**config.mk**
```make
export PLATFORM = sky130hd
export DESIGN_NAME = serializer_deserializer
export DESIGN_NICKNAME = d
export VERILOG_FILES = /design/src/rtl/serdes_pkg.sv /design/src/rtl/strobe_edge_detect.sv /design/src/rtl/serializer_deserializer.sv
export SDC_FILE = /design/constraint.sdc
export NUM_CORES = 1
export LEC_CHECK = 0
export ABC_AREA = 1
export CAP_MARGIN = 20
export CORE_UTILIZATION = 26
export CTS_CLUSTER_SIZE = 16
export DETAILED_ROUTE_END_ITERATION = 7
export PLACE_DENSITY = 0.52
export SETUP_SLACK_MARGIN = 0.05
export SKIP_CTS_REPAIR_TIMING = 1
export SYNTH_ARGS = -nofsm -noshare
export SYNTH_HDL_FRONTEND = slang
export SYNTH_HIERARCHICAL = 1
export SYNTH_SLANG_ARGS = --single-unit
```
**constraint.sdc**
```tcl
create_clock -name clk_ser -period 1.3 [get_ports clk_ser]
set_clock_uncertainty 0.05 [all_clocks]
set_input_delay 0.26 -clock clk_ser [delete_from_list [all_inputs] [get_ports clk_ser]]
set_output_delay 0.26 -clock clk_ser [all_outputs]
set_load 0.01 [all_outputs]
```
**src/rtl/serdes_pkg.sv**
```systemverilog
// Shared constants for the isolator control-bus serializer/deserializer.
package serdes_pkg;

  // Frame length used when the instantiator does not override it.
  localparam int WIDTH_DEFAULT = 8;

  // Bits of each control frame that carry information (dir/chan, hwflag, cs_n, hwcon).
  // The unused upper bits of a frame are left for the instantiator to ignore.
  localparam int ISO_CTRL_BITS = 4;

endpackage

```
**src/rtl/strobe_edge_detect.sv**
```systemverilog
// Rising-edge detector for the parallel strobe (srclk), sampled on the serial clock.
// The history register resets high, so a strobe line that is already high when
// reset is released does not produce a spurious edge.
module strobe_edge_detect (
  input  logic i_clk,
  input  logic i_rst_n,
  input  logic i_sig,
  output logic o_rise
);

  logic r_sig_q;

  // Remember the strobe level from the previous serial clock edge.
  always_ff @(posedge i_clk or negedge i_rst_n) begin
    if (!i_rst_n) begin
      r_sig_q <= 1'b1;
    end else begin
      // NOTE: state is updated with non-blocking assignments so every register
      // samples the pre-edge values, independent of statement order.
      r_sig_q <= i_sig;
    end
  end

  // Combinational pulse: high during the cycle in which the strobe has just risen.
  assign o_rise = i_sig & ~r_sig_q;

endmodule

```
**src/rtl/serializer_deserializer.sv**
```systemverilog
// Bidirectional shift-register link between FPGA-side parallel registers and the
// single-wire isolator channels. Behaves like a discrete '165 (TX) and '595 (RX),
// with the register strobe sampled on the serial clock.
module serializer_deserializer
  import serdes_pkg::*;
#(
  parameter int WIDTH          = WIDTH_DEFAULT,
  parameter bit LAUNCH_NEGEDGE = 1'b0
) (
  input  logic             clk_ser,
  input  logic             reset_n,
  input  logic             clk_par,
  input  logic [WIDTH-1:0] par_in,
  output logic             ser_out,
  input  logic             ser_in,
  output logic [WIDTH-1:0] par_out,
  output logic             strobe
);

  logic             w_strobe_c;
  logic [WIDTH-1:0] r_tx_sr;
  logic [WIDTH-1:0] r_rx_sr;
  logic [WIDTH-1:0] r_par_out;
  logic             r_strobe;
  logic [WIDTH-1:0] w_rx_next;

  strobe_edge_detect u_strobe_edge_detect (
    .i_clk   (clk_ser),
    .i_rst_n (reset_n),
    .i_sig   (clk_par),
    .o_rise  (w_strobe_c)
  );

  // The received word includes the bit sampled on the same edge as the strobe.
  assign w_rx_next = {r_rx_sr[WIDTH-2:0], ser_in};

  // TX shifter: a strobe loads the parallel word (load beats shift), otherwise shift MSB-first with zero fill.
  always_ff @(posedge clk_ser or negedge reset_n) begin
    if (!reset_n) begin
      r_tx_sr <= '0;
    end else if (w_strobe_c) begin
      r_tx_sr <= par_in;
    end else begin
      r_tx_sr <= {r_tx_sr[WIDTH-2:0], 1'b0};
    end
  end

  // RX shifter runs every cycle; the output word is latched on a strobe and held otherwise.
  always_ff @(posedge clk_ser or negedge reset_n) begin
    if (!reset_n) begin
      r_rx_sr   <= '0;
      r_par_out <= '0;
    end else begin
      r_rx_sr <= w_rx_next;
      if (w_strobe_c) begin
        r_par_out <= w_rx_next;
      end
    end
  end

  // Status-only strobe indication, one cycle after the detected edge.
  always_ff @(posedge clk_ser or negedge reset_n) begin
    if (!reset_n) begin
      r_strobe <= 1'b0;
    end else begin
      r_strobe <= w_strobe_c;
    end
  end

  generate
    if (LAUNCH_NEGEDGE) begin : g_launch_neg
      logic r_ser_neg;

      // Relaunch the TX bit half a period later for extra hold margin at the isolator.
      always_ff @(negedge clk_ser or negedge reset_n) begin
        if (!reset_n) begin
          r_ser_neg <= 1'b0;
        end else begin
          r_ser_neg <= r_tx_sr[WIDTH-1];
        end
      end

      assign ser_out = r_ser_neg;
    end else begin : g_launch_pos
      assign ser_out = r_tx_sr[WIDTH-1];
    end
  endgenerate

  assign par_out = r_par_out;
  assign strobe  = r_strobe;

endmodule

```
==> flow_summary_export.csv, run 1 <==
group,metric,value,unit
outcome,status,"completed",
detailed_routing,drt_iter0_drc,9,
clock_network,cts_max_level,1,
global_route,overflow,0,
clock_network,cts_inserted_buffers,3,
power,power.switching,351,µW
sta,setup_ws,0.108,ns
power,seqPwrFrac,0.601,
synth,synth_edf_count,0,
floorplan,start_util,0.280,
finish,nFillCells,318,
power,irDropWorstVdd,680,µV
sta,setup_viol,0,
synth,synth.distinct_cells,9,
worst_setup_path,startpoint,"par_out[0]",
global_route,grt_pass1_wl,2620,µm
clock_network,cts.sinks,25,
synth,yosys_most_used_dff,"dfrtp_1",
placement,dp_hpwl,1010,µm
synth,yosysSeqAreaShare,0.715,
synth,syn_area_per_cell,11.2,µm²
finish,fin_cells,152,
worst_setup_path,crit_family,"flip-flops",
finish,stdcell_area,1250,µm²
worst_setup_path,cp-start-kind,"flop",
worst_setup_path,worst-path-buf-inv,1,
clock_network,insertion_delay,0.31,ns
floorplan,die_area,3610,µm²
synth,synth_cells,78,
detailed_routing,vias,577,
floorplan,die_x,60.1,µm
detailed_routing,vias_per_cell,3.80,
global_route,grt_usage,0.103,
synth,synthMostInstantiatedCell,"nand2_1",
synth,synthTopCellsByCount,"nand2_1, dfrtp_1, nand2_2",
worst_setup_path,worst-setup-path-type,"flop to primary output",
power,clkPwrFrac,0.226,
sta,hold_viol_final,0,
detailed_routing,drt_pre_antenna_iters,3,
hold_path,hold_class,"input port to asynchronous set/reset pin",
synth,ys_warn_count,6,
power,comb_power_share,0.173,
worst_setup_path,critPathSlowestCell,"dfrtp_1",
sta,tightest_slew,0.135,ns
sta,rsz0062_at_grt,"yes",
synth,yosys-top-cells-area,"dfrtp_1, nand2_1, nand2_2, dfstp_2, buf_6",
power,internal-power,1110,µW
floorplan,io_pins,22,
power,leakage,0.000720,µW
power,powerDensity,1160,nW/µm²
clock_network,cts_tree,"built",
finish,final_net_count,121,
finish,multiInputGateArea,191,µm²
worst_setup_path,end_kind,"primary output",
sta,fmax,839,MHz
placement,place_area,1180,µm²
synth,syn-num-nets,90,
detailed_routing,ant_nets,0,
placement,io_buffer_count,21,
global_route,antenna_found_initial,0,
finish,register_area,627,µm²
finish,drive_gt1_frac,0.194,
floorplan,num_rows,20,
finish,antennaDiodeCount,0,
clock_network,clockBufferDepth,2,
global_route,grt_max_degree,26,
worst_setup_path,slowest_delay,0.40,ns
worst_setup_path,cp_max_fo,2,
detailed_routing,wl_per_cell,9.74,µm
synth,synth_top_cell_by_area,"dfrtp_1",
sta,fin_crit_sh,0.917,
placement,dp_slack,-0.125,ns
floorplan,core-area,3130,µm²
synth,synth_top_area_frac,0.685,
worst_setup_path,cp_cell_sequence,"dlymetal6s2s_1",
synth,synth_area,877,µm²
placement,dpl.cell_count,144,
worst_setup_path,worstReg2RegStart,"u_strobe_edge_detect/r_sig_q",
sta,final.setup.tns,0,ns
power,p_sw_frac,0.241,
global_route,grt_pass1_vias,590,
sta,max_slew_margin,0.910,
sta,layout_min_cycle_time,1.19,ns
job,maxCapViolCount,0,
worst_setup_path,cp_data_arrival_time,0.88,ns
synth,synth_seq_cells,25,
finish,area_growth,43.1,%
clock_network,root_buffer,"clkbuf_4",
worst_setup_path,required,0.99,ns
detailed_routing,drc,0,
sta,drv_slew,0,
synth,async_flop_share,1.00,
placement,gp_congestion,0.685,
clock_network,clkTransAtPathRegs,0.13,ns
floorplan,die_h,60.1,µm
detailed_routing,routed_wl,1480,µm
-- layout by cell type (no fill, tap or decap) --
cell type | netlist | routed
dfstp_2 | 1 | 1
clkinv_2 | 0 | 1
inv_6 | 1 | 1
dlymetal6s2s_1 | 0 | 9
nor2_2 | 1 | 1
clkdlybuf4s50_1 | 0 | 11
nand2_1 | 41 | 41
buf_12 | 1 | 4
inv_1 | 2 | 2
dfrtp_1 | 24 | 24
buf_4 | 0 | 4
nand2_2 | 5 | 5
clkbuf_2 | 0 | 1
clkbuf_4 | 0 | 3
-- cell families (layout without fill, tap and decap cells) --
logic type    Yosys count  after routing  synth area share
simple gates           47             47             0.218
flops                  25             25             0.715
buf+inv                 6             36            0.0671
-- metal layers --
| metal | GRT usage | routed length [µm] | share of wire | vias to the layer above |
|---|---|---|---|---|
| li1 | - | - | - | 293 |
| met4 | 0.0399 | 27 | 0.018 | 0 |
| met5 | 0 | 0 | 0 | - |
| met1 | 0.121 | 698 | 0.47 | 266 |
| met2 | 0.167 | 663 | 0.45 | 16 |
| met3 | 0.0411 | 90 | 0.061 | 2 |
-- area by class of cell --
cell class | count | area share
flip-flops and latches | 25 | 0.500
inverters | 3 | 0.0130
clock inverters | 1 | 0.00399
repair buffers | 29 | 0.269
well taps | 44 | 0.0439
clock buffers | 3 | 0.0179
multi-input cells | 47 | 0.153
-- stage by stage --
stage	total power (µW)	util	hold WS [ns]
2_1_floorplan	984	-	-0.0856
3_3_place_gp	1140	0.377	0.309
3_5_place_dp	1140	0.377	0.309
4_1_cts	1480	0.386	0.228
5_1_grt	1560	0.401	0.221
6_report	1460	0.401	0.233
-- sequential cells by signal, summed over array words and instances (netlist names) --
register	count
strobe	1
u_strobe_edge_detect/r_sig_q	1
par_out	8
r_rx_sr	7
r_tx_sr	8
-- worst paths after layout --
| kind | to | slack, ns | depth (start not counted) |
|---|---|---|---|
| worst max-delay path | par_out[0] | 0.11 | 1 |
| worst max register to register | r_tx_sr[3] | 0.20 | 5 |
| max in group asynchronous | u_strobe_edge_detect/r_sig_q | 0.74 | 2 |
| min in group clk_ser | u_strobe_edge_detect/r_sig_q | 0.32 | 1 |
| worst min-delay path | r_tx_sr[7] | 0.23 | 2 |
| worst min register to register | r_rx_sr[4] | 0.34 | 0 |
-- power by group through the flow --
| stage | Clock, µW | Combinational, µW | Sequential (µW) |
|---|---|---|---|
| final | 330 | 253 | 875 |
| after global routing | 393 | 280 | 884 |
| after CTS | 355 | 246 | 880 |
| after detailed placement | 0 | 245 | 895 |
| after global placement | 0 | 242 | 894 |
| after floorplan | 0 | 75.8 | 908 |
No activity file was read; power rests on OpenSTA's default activity.
==> run 2, diff against run 1 <==
Clock period 1.3 ns to 1.4 ns, I/O delays scaled along.
==> flow_summary_export.csv, run 2 (synthesis results as in run 1) <==
group,metric,value,unit
outcome,status,"completed",
detailed_routing,drt_iter0_drc,16,
detailed_routing,drc,0,
floorplan,num_rows,20,
worst_setup_path,slowest_delay,0.42,ns
global_route,grt_usage,0.101,
worst_setup_path,cp-start-kind,"flop",
sta,drv_slew,0,
clock_network,cts.sinks,25,
global_route,grt_pass1_wl,2590,µm
floorplan,die_area,3610,µm²
power,leakage,0.000714,µW
detailed_routing,routed_wl,1460,µm
sta,fmax,810,MHz
worst_setup_path,required,1.07,ns
finish,nFillCells,320,
power,irDropWorstVdd,536,µV
sta,max_slew_margin,0.909,
sta,whs,0.241,ns
clock_network,root_buffer,"clkbuf_4",
placement,dp_hpwl,1030,µm
detailed_routing,drt_pre_antenna_iters,4,
finish,final_net_count,118,
floorplan,start_util,0.280,
power,total_power,1340,µW
sta,layout_min_cycle_time,1.24,ns
sta,rsz0062_at_grt,"no",
worst_setup_path,cp_max_fo,2,
global_route,antenna_found_initial,0,
detailed_routing,vias,564,
detailed_routing,wl_per_cell,9.80,µm
global_route,overflow,0,
clock_network,cts_max_level,1,
placement,io_buffer_count,21,
job,maxCapViolCount,0,
floorplan,die_h,60.1,µm
finish,area_growth,41.2,%
global_route,grt_max_degree,26,
finish,drive_gt1_frac,0.152,
worst_setup_path,critPathSlowestCell,"dfrtp_1",
floorplan,die_x,60.1,µm
detailed_routing,vias_per_cell,3.79,
worst_setup_path,worst-path-buf-inv,1,
sta,hold_viol_final,0,
global_route,grt_pass1_vias,568,
finish,antennaDiodeCount,0,
clock_network,cts_tree,"built",
hold_path,hold_class,"input port to asynchronous set/reset pin",
sta,fin_crit_sh,0.882,
finish,fin_cells,149,
finish,final_common_cell,"nand2_1",
clock_network,clockBufferDepth,2,
placement,dpl.cell_count,144,
sta,setup_viol,0,
worst_setup_path,crit_family,"flip-flops",
power,powerDensity,1080,nW/µm²
floorplan,io_pins,22,
floorplan,core-area,3130,µm²
worst_setup_path,end_kind,"primary output",
worst_setup_path,worst-setup-path-type,"flop to primary output",
finish,final_cell_mix,"nand2_1, dfrtp_1, clkdlybuf4s50_1",
sta,tightest_slew,0.136,ns
clock_network,cts_inserted_buffers,3,
worst_setup_path,cp_cell_sequence,"dlymetal6s2s_1",
worst_setup_path,cp_data_arrival_time,0.91,ns
clock_network,clkTransAtPathRegs,0.13,ns
clock_network,insertion_delay,0.31,ns
placement,gp_congestion,0.699,
finish,final_core_util,0.396,
detailed_routing,ant_nets,0,
-- run 2: cell type report --
cell class | instances | area [µm²] | share of cell area
multi-input cells | 47 | 191 | 0.155
inverters | 3 | 16.3 | 0.0131
repair buffers | 26 | 323 | 0.261
well taps | 44 | 55.1 | 0.0444
flip-flops and latches | 25 | 627 | 0.506
clock buffers | 4 | 26.3 | 0.0212
-- run 2: final timing paths --
path / startpoint / to / slack, ns / cells past startpoint
max: par_out[6] / par_out[6] / 0.16 / 1
min: reset_n / r_tx_sr[7] / 0.24 / 2
max reg2reg: u_strobe_edge_detect/r_sig_q / r_tx_sr[2] / 0.30 / 5
max in group asynchronous: reset_n / u_strobe_edge_detect/r_sig_q / 0.82 / 2
min reg2reg: r_rx_sr[5] / r_rx_sr[6] / 0.32 / 0
min in group clk_ser: r_rx_sr[5] / r_rx_sr[6] / 0.32 / 0
-- run 2: routing by layer --
layer | vias to the layer above | global-route usage | wire [µm]
li1 | 287 | - | -
met4 | 0 | 0.0399 | 19
met3 | 2 | 0.0368 | 117
met2 | 17 | 0.156 | 642
met1 | 258 | 0.127 | 680
met5 | - | 0 | 0
-- run 2: report_power, final --
| group | leakage (µW) | internal [µW] | total [µW] | switching, µW |
|---|---|---|---|---|
| clock network | 0.0000150 | 111 | 310 | 198 |
| registers | 0.000306 | 786 | 814 | 28.4 |
| logic | 0.000393 | 125 | 219 | 93.9 |
-- run 2: per-stage QoR --
step	setup slack, ns	setup TNS (ns)	instance area (µm²)
global placement	-0.00821	-0.0182	1180
global route	0.117	0	1240
finish	0.165	0	1240
floorplan	0.351	0	877
CTS	-0.198	-1.63	1210
detailed placement	-0.0342	-0.395	1180
==> patch 1 (flow settings as in run 1) <==
Set the package constant `WIDTH_DEFAULT` to 12 (it was 8).
--- a/src/rtl/serdes_pkg.sv
+++ b/src/rtl/serdes_pkg.sv
@@ -2,7 +2,7 @@
 package serdes_pkg;
 
   // Frame length used when the instantiator does not override it.
-  localparam int WIDTH_DEFAULT = 8;
+  localparam int WIDTH_DEFAULT = 12;
 
   // Bits of each control frame that carry information (dir/chan, hwflag, cs_n, hwcon).
   // The unused upper bits of a frame are left for the instantiator to ignore.
Ports: changed (resized par_in and par_out); port bits go from 22 to 30. The function was not compared with the original's and may differ.
==> patch 1 against run 1 <==
- worst setup slack improved by 0.022 ns
- via count grew 42%
- register-to-register slack got worse by 0.04 ns
- routed wire length increased by 45%
- sequential cell count is 12 higher
- largest power group unchanged
- synthesized area rose by 48%
- worst hold slack improved by 0.096 ns
- design area grew 46%
- sequential power rose by 50%
- total power up 80%
==> patch 1: results (changes against run 1) <==
[synth]
ys_top_cells_by_area=dfrtp_1 (69%), nand2_1 (17%), nand2_2 (4.8%), buf_6 (2.6%), dfstp_2 (2.0%)
synth_seq_area_share=0.714  ; -0.000820
synthDistinctLibCells=10  ; +1
synth_common_cells=nand2_1 (60), dfrtp_1 (36), nand2_2 (10)
synth_cells=116  ; +49%
synth_ff_type=dfrtp_1

[clock_tree]
clock_latency_ns=0.28  ; -0.03 ns
clock-root-buffer=clkbuf_8
numCtsBuffers=5  ; +2
htreeDepth=2  ; +1
path_clk_slew_ns=0.07  ; -0.06 ns

[global_route]
antenna_found_initial=0  ; unchanged
grt_pass1_wl_um=3770  ; +44%
use_met2=0.135  ; -0.0317
grt_use_total=0.0962  ; -0.00656
grt_max_degree=25  ; -3.8%
first_global_vias=804  ; +36%
use_met3=0.0414  ; +0.000311
use_met1=0.130  ; +0.00871

[place]
postPlaceCellArea_um2=1660  ; +41%
place.gp.congestion=0.684  ; about the same
portBuffers=29  ; +38%
dp_cells=211  ; +47%

[drt]
drt_first_iter_violations=59  ; +50
vias=822  ; +42%
dr.pass1.iters=4  ; +1
wl_um=2150  ; +45%

[worst_setup_path]
arrival_ns=0.86  ; -0.02 ns

[hold_path]
min_path_type=reg -> reg

[sta]
slew-limit-headroom=0.766  ; -0.144

[cells_and_area]
layout.nets=168  ; +39%
drive_gt1_frac=0.163  ; -0.0310

[outcome]
status=finished, final reports clean

[power]
peakVddDrop_mv=0.513  ; -25%

==> patch 1: cells by family (layout without fill, tap and decap cells) <==
kind of cell,count (synthesis),after routing,share of synthesized area
DFF,37,37,0.714
and+or+nand+nor,71,71,0.226
buffers and inverters,8,45,0.0597
==> patch 1: path summary, 6_finish.rpt <==
kind	endpoint	startpoint	cells past startpoint	slack, ns
worst max-delay path	par_out[1]	par_out[1]$_DFFE_PN0P_	1	0.13
worst min-delay path	r_rx_sr[6]$_DFF_PN0_	r_rx_sr[5]$_DFF_PN0_	0	0.33
worst max register to register	r_tx_sr[4]$_DFF_PN0_	u_strobe_edge_detect/r_sig_q$_DFF_PN1_	5	0.16
worst min register to register	r_rx_sr[6]$_DFF_PN0_	r_rx_sr[5]$_DFF_PN0_	0	0.33
max in group asynchronous	r_tx_sr[8]$_DFF_PN0_	reset_n	3	0.41
min in group asynchronous	par_out[10]$_DFFE_PN0P_	reset_n	2	0.36
==> patch 1: final cells by class <==
| cell class | instances | area [um2] |
|---|---|---|
| Clock buffer | 7 | 86.3 |
| Inverter | 3 | 16.3 |
| Sequential cell | 37 | 927 |
| Clock inverter | 1 | 30.0 |
| Timing Repair Buffer | 34 | 389 |
| Fill cell | 484 | 2930 |
| Multi-Input combinational cell | 71 | 294 |
| Tap cell | 67 | 83.8 |
==> patch 1: metal layers <==
metal	vias up	part of all wire
met5	-	0
met4	0	0
met3	0	0.076
met2	32	0.44
met1	377	0.48
li1	413	-
==> patch 1: per-stage QoR <==
step / hold WS, ns / setup TNS [ns] / power, uW
2_1_floorplan: -0.0856 / 0 / 1470
3_3_place_gp: 0.132 / -2.92 / 1660
3_5_place_dp: 0.138 / -3.39 / 1670
4_1_cts: -0.172 / -2.89 / 2680
5_1_grt: 0.342 / 0 / 2750
6_report: 0.329 / 0 / 2620
==> patch 1: worst reg2reg max path: stages, from the launching register on <==
cell,delay [ns]
dfstp_2,0.53
nor2_2,0.05
buf_6,0.12
inv_6,0.17
nand2_1,0.10
nand2_1,0.07
==> patch 1: power by group <==
group	switching, uW	total [uW]	internal [uW]
sequential	51.2	1310	1260
clock	373	998	625
combinational	145	317	173
==> patch 2 (settings of run 1) <==
Without the edit above. Make the reset (`i_rst_n` and `reset_n`) synchronous in 5 clocked blocks.
--- a/src/rtl/strobe_edge_detect.sv
+++ b/src/rtl/strobe_edge_detect.sv
@@ -11,7 +11,7 @@
   logic r_sig_q;
 
   // Remember the strobe level from the previous serial clock edge.
-  always_ff @(posedge i_clk or negedge i_rst_n) begin
+  always_ff @(posedge i_clk) begin
     if (!i_rst_n) begin
       r_sig_q <= 1'b1;
     end else begin
--- a/src/rtl/serializer_deserializer.sv
+++ b/src/rtl/serializer_deserializer.sv
@@ -35,7 +35,7 @@
   assign w_rx_next = {r_rx_sr[WIDTH-2:0], ser_in};
 
   // TX shifter: a strobe loads the parallel word (load beats shift), otherwise shift MSB-first with zero fill.
-  always_ff @(posedge clk_ser or negedge reset_n) begin
+  always_ff @(posedge clk_ser) begin
     if (!reset_n) begin
       r_tx_sr <= '0;
     end else if (w_strobe_c) begin
@@ -46,7 +46,7 @@
   end
 
   // RX shifter runs every cycle; the output word is latched on a strobe and held otherwise.
-  always_ff @(posedge clk_ser or negedge reset_n) begin
+  always_ff @(posedge clk_ser) begin
     if (!reset_n) begin
       r_rx_sr   <= '0;
       r_par_out <= '0;
@@ -59,7 +59,7 @@
   end
 
   // Status-only strobe indication, one cycle after the detected edge.
-  always_ff @(posedge clk_ser or negedge reset_n) begin
+  always_ff @(posedge clk_ser) begin
     if (!reset_n) begin
       r_strobe <= 1'b0;
     end else begin
@@ -72,7 +72,7 @@
       logic r_ser_neg;
 
       // Relaunch the TX bit half a period later for extra hold margin at the isolator.
-      always_ff @(negedge clk_ser or negedge reset_n) begin
+      always_ff @(negedge clk_ser) begin
         if (!reset_n) begin
           r_ser_neg <= 1'b0;
         end else begin
Behaviour: differs if reset_n is asserted again (counterexample within 4 cycles, from zero or initial values and one cycle with reset_n low); with reset_n held inactive, the same outputs for 10 cycles.
==> patch 2 against run 1 <==
- design area down 2.0%
- combinational power down 38%
- routed wire length down 0.88%
- worst hold slack better by 0.15 ns
- non-clock buffer count down 6
- worst setup slack better by 0.031 ns
- synthesized area up 5.1%
- sequential cell count unchanged
- total power down 10%
- via count up 25%
- critical endpoint is now par_out[2]
- largest power group unchanged
==> patch 2: results (changes against run 1) <==
[sta]
tightest_slew_ns=0.139  ; +0.00362 ns
worst_hold_slack_ns=0.386  ; +0.152 ns

[hold_path]
min_path_type=reg -> reg

[outcome]
status=finished, final reports clean

[synth]
ys_top_cells_by_area=dfxtp_1 (54%), nand2_1 (16%), nor2_1 (12%), inv_1 (10%), buf_6 (6.1%)
synth_nets=138  ; +53%
synth_seq_area_share=0.543  ; -0.172
ys_async_sr_fraction=0  ; -1.00

[power]
intPower_uw=1000  ; -9.6%
pwr-share-clk=0.264  ; +0.038
peakVddDrop_mv=0.601  ; -12%
p_leak_uw=0.000743  ; +3.2%
pg_seq_uw=808  ; -7.7%
power_switching_uw=309  ; -12%

[worst_setup_path]
cpPeakStageDelay_ns=0.37  ; -0.03 ns
slowest_stage=dfxtp_1
worstReg2RegEnd=par_out[4]$_SDFFE_PN0P_
setup.worst_path.start=par_out[2]$_SDFFE_PN0P_
endpoint=par_out[2]

[global_route]
first_global_vias=617  ; +4.6%
grt_pass1_wl_um=2480  ; -5.5%

[drt]
avgRoutedWirePerCell_um=7.56  ; -22%
vias_per_cell=3.72  ; -2.0%

[place]
place.gp.congestion=0.625  ; -8.7%
pre_cts_slack_ns=-0.129  ; -0.00347 ns
dp_cells=190  ; +32%

[patch 2: cell types whose count changed in the layout (fill, tap and decap cells not counted), sizes merged, moves of 6 or more]
| cell | run 1 | this run |
|---|---|---|
| inv | 3 | 25 |
| buf | 8 | 2 |
| dfrtp | 24 | 0 |
| dfxtp | 0 | 25 |
| nand2 | 46 | 39 |
| nor2 | 1 | 32 |
[patch 2: kinds of logic after synthesis]
kind of cell / after synthesis / synth area share
buf+inv: 30 / 0.163
simple gates: 71 / 0.294
flops: 25 / 0.543
[patch 2: layer usage]
metal,track usage,vias up,share of wire
li1,-,395,-
met5,0,-,0
met1,0.109,314,0.47
met4,0.0476,0,0.0095
met3,0.0189,2,0.055
met2,0.143,11,0.46
[patch 2: area by class of cell]
class                   instances  area, um2  share of cell area
clock buffers                   3       22.5              0.0183
clock inverters                 1       7.51             0.00610
inverters                      25       93.8              0.0763
multi-input cells              71        272               0.221
flip-flops and latches         25        502               0.408
well taps                      46       57.6              0.0468
repair buffers                 23        275               0.224
